### src/rtl/lfu_pkg.sv
// lfu_pkg: shared types and sizes for the LFU replacement allocator.
package lfu_pkg;
  localparam int NUM_BUF   = 4;
  localparam int BUF_IDX_W = 2;
  typedef enum logic [1:0] {IDLE, SCAN, GRANT} state_e;
endpackage

### src/rtl/lfu_cnt_bank.sv
// lfu_cnt_bank: per-buffer saturating access counters with halving aging and grant reset.
module lfu_cnt_bank
  import lfu_pkg::*;
#(
  parameter int CNT_W = 3
) (
  input  logic                               clk,
  input  logic                               rst_n,
  input  logic                               ref_vld_i,
  input  logic [BUF_IDX_W-1:0]               ref_buf_i,
  input  logic                               clr_vld_i,
  input  logic [BUF_IDX_W-1:0]               clr_buf_i,
  output logic [NUM_BUF-1:0][CNT_W-1:0]      cnt_o
);
  localparam logic [CNT_W-1:0] MAX = '1;
  logic [NUM_BUF-1:0][CNT_W-1:0] cnt_q, cnt_d;
  logic hit, sat;
  // A reference to the buffer being granted is dropped; that counter is forced to 1.
  always_comb begin
    hit = ref_vld_i && !(clr_vld_i && ref_buf_i == clr_buf_i);
    sat = hit && cnt_q[ref_buf_i] == MAX;
    for (int i = 0; i < NUM_BUF; i++)
      cnt_d[i] = (clr_vld_i && clr_buf_i == BUF_IDX_W'(i)) ? CNT_W'(1) :
                 (sat ? cnt_q[i] >> 1 : cnt_q[i]) + CNT_W'(hit && ref_buf_i == BUF_IDX_W'(i));
  end
  always_ff @(posedge clk or negedge rst_n)
    if (!rst_n) cnt_q <= {NUM_BUF{CNT_W'(1)}};
    else        cnt_q <= cnt_d;
  assign cnt_o = cnt_q;
endmodule

### src/rtl/lfu_alloc_ctrl.sv
// lfu_alloc_ctrl: snapshots LFU counters on request, scans for the minimum, grants the winner.
module lfu_alloc_ctrl
  import lfu_pkg::*;
#(
  parameter int CNT_W = 3
) (
  input  logic                 clk,
  input  logic                 rst_n,
  input  logic                 ref_vld,
  input  logic [BUF_IDX_W-1:0] ref_buf_numbr,
  input  logic                 alloc_req,
  output logic                 alloc_ack,
  output logic [BUF_IDX_W-1:0] alloc_buf,
  output logic                 busy,
  output logic [BUF_IDX_W-1:0] lfu_buf
);
  localparam logic [BUF_IDX_W:0] SCAN_END = (BUF_IDX_W+1)'(NUM_BUF);
  state_e                        state_q;
  logic [NUM_BUF-1:0][CNT_W-1:0] cnt, snap_q;
  logic [BUF_IDX_W:0]            idx_q;
  logic [CNT_W-1:0]              min_q, lo;
  logic [BUF_IDX_W-1:0]          win_q;
  lfu_cnt_bank #(.CNT_W(CNT_W)) u_bank (
    .clk       (clk),
    .rst_n     (rst_n),
    .ref_vld_i (ref_vld),
    .ref_buf_i (ref_buf_numbr),
    .clr_vld_i (state_q == GRANT),
    .clr_buf_i (alloc_buf),
    .cnt_o     (cnt)
  );
  always_comb begin
    lo = cnt[0];
    lfu_buf = '0;
    for (int i = 1; i < NUM_BUF; i++)
      if (cnt[i] < lo) begin
        lo = cnt[i];
        lfu_buf = BUF_IDX_W'(i);
      end
  end
  // idx_q steps 0..3 comparing snapshots; the idx_q==NUM_BUF cycle hands the settled winner to GRANT.
  always_ff @(posedge clk or negedge rst_n)
    if (!rst_n) begin
      state_q   <= IDLE;
      snap_q    <= '0;
      idx_q     <= '0;
      min_q     <= '0;
      win_q     <= '0;
      alloc_ack <= 1'b0;
      alloc_buf <= '0;
      busy      <= 1'b0;
    end else
      case (state_q)
        IDLE:
          if (alloc_req) begin
            state_q <= SCAN;
            snap_q  <= cnt;
            idx_q   <= '0;
            busy    <= 1'b1;
          end
        SCAN:
          if (!alloc_req) begin
            state_q <= IDLE;
            busy    <= 1'b0;
          end else if (idx_q == SCAN_END) begin
            state_q   <= GRANT;
            alloc_ack <= 1'b1;
            alloc_buf <= win_q;
          end else begin
            if (idx_q == '0 || snap_q[idx_q[BUF_IDX_W-1:0]] < min_q) begin
              min_q <= snap_q[idx_q[BUF_IDX_W-1:0]];
              win_q <= idx_q[BUF_IDX_W-1:0];
            end
            idx_q <= idx_q + (BUF_IDX_W+1)'(1);
          end
        GRANT: begin
          state_q   <= IDLE;
          alloc_ack <= 1'b0;
          busy      <= 1'b0;
        end
        default: state_q <= IDLE;
      endcase
endmodule
### config.mk
export PLATFORM = sky130hd
export DESIGN_NAME = lfu_alloc_ctrl
export DESIGN_NICKNAME = d
export VERILOG_FILES = /design/src/rtl/lfu_pkg.sv /design/src/rtl/lfu_cnt_bank.sv /design/src/rtl/lfu_alloc_ctrl.sv
export SDC_FILE = /design/constraint.sdc
export NUM_CORES = 1
export LEC_CHECK = 0
export CORE_ASPECT_RATIO = 0.8
export CORE_MARGIN = 2
export CORE_UTILIZATION = 60
export DETAILED_ROUTE_END_ITERATION = 7
export DONT_BUFFER_PORTS = 1
export PLACE_DENSITY = 0.87
export SLEW_MARGIN = 20
export SYNTH_ARGS = -nofsm -noshare
export SYNTH_HDL_FRONTEND = slang
export SYNTH_SLANG_ARGS = --single-unit
### constraint.sdc
create_clock -name clk -period 4.5 [get_ports clk]
set_clock_uncertainty 0.1 [all_clocks]
set_input_delay 0.45 -clock clk [delete_from_list [all_inputs] [get_ports clk]]
set_output_delay 0.45 -clock clk [all_outputs]
set_load 0.05 [all_outputs]
# Word level (Yosys, flattened, before mapping)
# Cells that the tools add are included.
# Widths: inputs -> output; s select.
# word_totals
romBits	0
inputBits	6
ram_bits	0
elab_cells	102
ff_bits	38
latchBits	0
mem_count	0
# op_classes
add_sub_neg	5
shifts	0
order_cmp	6
mux	31
n_eq_ne	17
mul	0
bitwise	1
n_reduce_logical	27
div_mod_pow	0
# op_table
op	count
$mux 3	15
$add 3x1->3	4
$bmux 3 s2	2
$lt 3x3->1	4
$logic_and 1x1->1	11
$eq 2x2->1 const B	5
$mux 2	5
$ne 2x2->1 const B	5
$reduce_and 3->1	3
$reduce_and 4->1	2
$eq 2x1->1 const B	3
$eq 3x3->1 const B	2
$logic_not 2->1	3
$lt 2x3->1 const B	2
$pmux 3 s2	1
$mux 1	5
$pmux 2 s2	1
$reduce_and 2->1	2
$reduce_bool 2->1	2
$add 3x1->3 const B	1
$logic_not 3->1	1
$ne 3x3->1 const B	1
$pmux 1 s3	1
$reduce_bool 3->1	1
other kinds (5)	5

# Depth between registers and ports, before layout
# logic_depth
ltp_word	8
depth_mapped	15

# By module
# Synthesis repeated with hierarchy kept, for this count alone.
# hier_totals
hier_cells	240
area_unflattened_um2	2537.4
# by_module_without_submodules
module	area_each_um2	n_inst	cells_per_inst	seq_area_each_um2
lfu_alloc_ctrl	1556.5	1	145	650.6
lfu_cnt_bank	980.9	1	95	305.3

# Worst setup path before layout
# No wires, ideal clock.
# synth_timing
path_type	reg-to-output
startpoint	register u_bank.cnt_q (netlist bit u_bank.cnt_o[1])
endpoint	output port lfu_buf[1]
path_slack_ps	741
stages_incl_launch_ff	16
n_path_buf	0
required_ps	3950
arrival_time_ps	3209
cell_sequence	dfrtp_1 inv_1 ha_1 a21o_1 a21oi_1 mux2i_1 ha_1 nor2_1 o21bai_1 o41a_1 mux2_2 ha_1 nand2_1 o21ai_0 a41oi_1 nand2b_1
# synth_between
elab_chain_len	6
# synth_lines
item	line	text
start: declaration	lfu_cnt_bank.sv:16	logic [NUM_BUF-1:0][CNT_W-1:0] cnt_q, cnt_d;
start signal: assignment	lfu_cnt_bank.sv:27	if (!rst_n) cnt_q <= {NUM_BUF{CNT_W'(1)}};
start signal: assignment	lfu_cnt_bank.sv:28	else cnt_q <= cnt_d;
$lt 3x3->1	lfu_alloc_ctrl.sv:36	if (cnt[i] < lo) begin
$mux 3 *	lfu_alloc_ctrl.sv:36	
$lt 3x3->1	lfu_alloc_ctrl.sv:36	
$mux 3	lfu_alloc_ctrl.sv:36	
$lt 3x3->1	lfu_alloc_ctrl.sv:36	
$mux 2 *	lfu_alloc_ctrl.sv:36	
end: declaration	lfu_alloc_ctrl.sv:15	output logic [BUF_IDX_W-1:0] lfu_buf
# Every way passes the cells marked *; elsewhere a longest branch is shown, timed or not.

# Worst setup path after layout
# Ends and elaborated chain as after synthesis.

==> results.json <==
{
  "outcome": "completed",
  "grt.overflow.total": 0,
  "routedWlPerCell_um": 16.7,
  "grt_first_pass_wirelength_mm": 7.62,
  "syn_to_final_growth_pct": 8.56,
  "final_cell_mix": "34 x dfrtp_1, 24 x ha_1, 20 x o21ai_0",
  "powerDensity_nw_per_um2": 787,
  "crit_arrival_ns": 3.71,
  "fillCellCount": 271,
  "antenna_found_initial": 0,
  "globalplace.congestion": 0.790,
  "syn_area_per_cell_um2": 10.9,
  "rsz0062_at_grt": "false",
  "drt_pass1_iterations": 4,
  "ys_warn_count": 0,
  "num_rows": 20,
  "dominantRegCellSynth": "dfrtp_1",
  "dpl.hpwl_mm": 3.11,
  "worstSetupEndpointType": "primary output",
  "fin_nets": 247,
  "clock_latency_ns": 0.30,
  "pin_count": 12,
  "die_h_um": 59.7,
  "root_buffer": "clkbuf_8",
  "final_common_cell": "dfrtp_1",
  "drive_above_1_share_pct": 20.2,
  "grt_pass1_vias": 1599,
  "min_period_ns": 4.26,
  "synthArstFlopShare_pct": 100,
  "ant_nets": 0,
  "antennaDiodeCount": 0,
  "clock.fmax_ghz": 0.235,
  "worstPathRequired_ns": 3.95,
  "htree_levels": 2,
  "power.total_mw": 1.99,
  "drtIter0Drc": 50,
  "track_usage_pct": 23.6,
  "setup_tns_ns": 0,
  "fin_util_pct": 67.2,
  "initial_core_util_pct": 61.9,
  "start_kind": "flop",
  "critPathMaxFanout": 4,
  "drt-total-wl_mm": 4.37,
  "post_cts_buffers": 0,
  "hold_viol_final": 0,
  "p_leak_nw": 1.17,
  "drc_errors": 0,
  "netlist_area_um2": 2320,
  "vias": 1561,
  "setup_viol": 0,
  "dp.cells": 252,
  "min-delay-start": "alloc_req",
  "hold_class": "in -> reg",
  "grt_max_degree": 39,
  "instances_no_fill": 262,
  "clock-sinks": 38,
  "cts_made_buffers": 5,
  "fin_crit_sh_pct": 94.8,
  "cp_top_family": "compound AO/OA/AOI/OAI gates",
  "yosysSeqAreaShare_pct": 41.1,
  "rr_endpoint": "u_bank.cnt_o[8]",
  "syn_nets": 243,
  "cts_max_path_buffers": 2,
  "io_buffer_count": 0,
  "synth_edf_count": 0,
  "slowest_stage": "dfrtp_1",
  "worstHoldEndpoint": "alloc_ack",
  "core_area_um2": 3750,
  "die_x_um": 73.6,
  "clk_pin_slew_ns": 0.08,
  "cts_tree": "done",
  "slew_viol_final": 0,
  "r2r_cells": 8,
  "ir_drop_uv": 453,
  "maxCapViolations": 0,
  "synthCells": 213,
  "crit_top_cell": "ha_1",
  "cp_cell_sequence": "inv_1 -> ha_1 -> a21o_1 -> a21oi_1 -> mux2i_1 -> ha_1 -> nor2_1 -> o21bai_1 -> o41a_1 -> mux2_2 -> ha_1 -> nand2_1 -> o21ai_0 -> a41oi_1 -> nand2b_2",
  "r2r_start": "alloc_buf[1]",
  "max_stage_delay_ns": 0.38,
  "hold_ws_ns": 0.251,
  "die_area_um2": 4390,
  "via_per_inst": 5.96,
  "worst-setup-path-type": "reg -> out",
  "slew_headroom_pct": 52.0,
  "ys_ff_latch": 38,
  "r2r_slack_ns": 1.43,
  "cp_num_buf_inv": 1,
  "synth_cell_types": 41,
  "min_path_cells": 3,
  "worst-slew-pin-transition_ns": 0.717
}
==> flip-flops by register name, indices dropped and copies added, names as in the netlist <==
register and flops:
idx_q 3, state_q 2, alloc_buf 2, u_bank.cnt_o 12, busy 1, snap_q 12, alloc_ack 1, min_q 3
win_q 2
==> synthesized netlist by cell type, types with 2 or more instances <==
master | count | area [um^2]
clkbuf_1 | 3 | 11.3
nor2b_1 | 3 | 18.8
xnor2_1 | 2 | 17.5
a21oi_1 | 4 | 20.0
xor2_1 | 4 | 35.0
or2_2 | 2 | 12.5
mux2_2 | 16 | 180
nand2_1 | 19 | 71.3
dfrtp_1 | 34 | 851
nor3_1 | 4 | 20.0
a21o_1 | 3 | 22.5
nand2b_1 | 6 | 37.5
inv_1 | 16 | 60.1
o21ai_0 | 20 | 100
dfstp_2 | 4 | 105
nand3_1 | 8 | 40.0
and2_1 | 5 | 31.3
mux2_4 | 5 | 75.1
nor2_1 | 7 | 26.3
mux4_2 | 2 | 45.0
nor3b_1 | 2 | 15.0
ha_1 | 24 | 300
mux4_1 | 2 | 52.6
==> stage by stage <==
stage / worst slack (ns) / instance area, um^2
after global routing: 0.0191 / 2520
final: 0.236 / 2520
after detailed placement: 0.477 / 2350
after CTS: 0.150 / 2520
after floorplan: 0.741 / 2320
after global placement: 0.595 / 2350
==> kinds of logic (layout without fill, tap and decap cells) <==
group / Yosys count / count (layout) / synth area share [%]
AO/OA/AOI/OAI: 40 / 40 / 12.0
XOR/XNOR: 6 / 6 / 2.26
adder cells (fa/ha/maj): 24 / 24 / 12.9
buffers and inverters: 21 / 26 / 3.77
flip-flops: 38 / 38 / 41.1
multiplexers: 26 / 26 / 15.6
AND/OR/NAND/NOR: 58 / 58 / 12.3
==> layer usage <==
metal  GRT usage [%]  wire [um]  up-vias
met5               0          0        -
met4            9.87         82        0
met3            4.38        152       10
met2            35.8       2090       32
met1            33.4       2050      757
li1                -          -      762
==> worst max path at each step <==
| stage | start | end | slack (ns) | depth (start not counted) |
|---|---|---|---|---|
| 2_1_floorplan | u_bank.cnt_o[1] | lfu_buf[1] | 0.74 | 15 |
| 3_5_place_dp | u_bank.cnt_o[1] | lfu_buf[1] | 0.48 | 15 |
| 5_1_grt | u_bank.cnt_o[1] | lfu_buf[1] | 0.02 | 15 |
| 3_3_place_gp | u_bank.cnt_o[1] | lfu_buf[1] | 0.60 | 15 |
| 4_1_cts | u_bank.cnt_o[1] | lfu_buf[1] | 0.15 | 15 |
| 6_report | u_bank.cnt_o[1] | lfu_buf[1] | 0.24 | 15 |
==> cell type report <==
type	instances	area, um^2	share of cell area (%)
multi-input cells	154	1280	50.9
flip-flops and latches	38	956	37.9
clock buffers	5	68.8	2.73
clock inverters	3	68.8	2.73
inverters	16	60.1	2.38
well taps	44	55.1	2.18
repair buffers	2	30.0	1.19
==> report_power, final <==
group          internal (mW)  switching (mW)
combinational          0.441           0.517
sequential             0.501           0.177
clock                  0.222           0.129
==> worst reg2reg max path: cells and delay by family, from the launching register on <==
family / cells / cell delay (ns)
multiplexers: 1 / 0.42
flip-flops: 1 / 0.76
XOR/XNOR: 2 / 0.42
AO/OA/AOI/OAI: 1 / 0.15
adder cells (fa/ha/maj): 2 / 0.37
AND/OR/NAND/NOR: 2 / 0.74
==> timing repair <==
| item | in CTS | in global routing |
|---|---|---|
| endpoints found under the hold margin | 38 | 0 |
| hold buffers | 2 | 0 |
| endpoints found under the setup margin | 0 | 1 |
| resized for setup | 0 | 2 |
(Power assumes the default switching activity.)
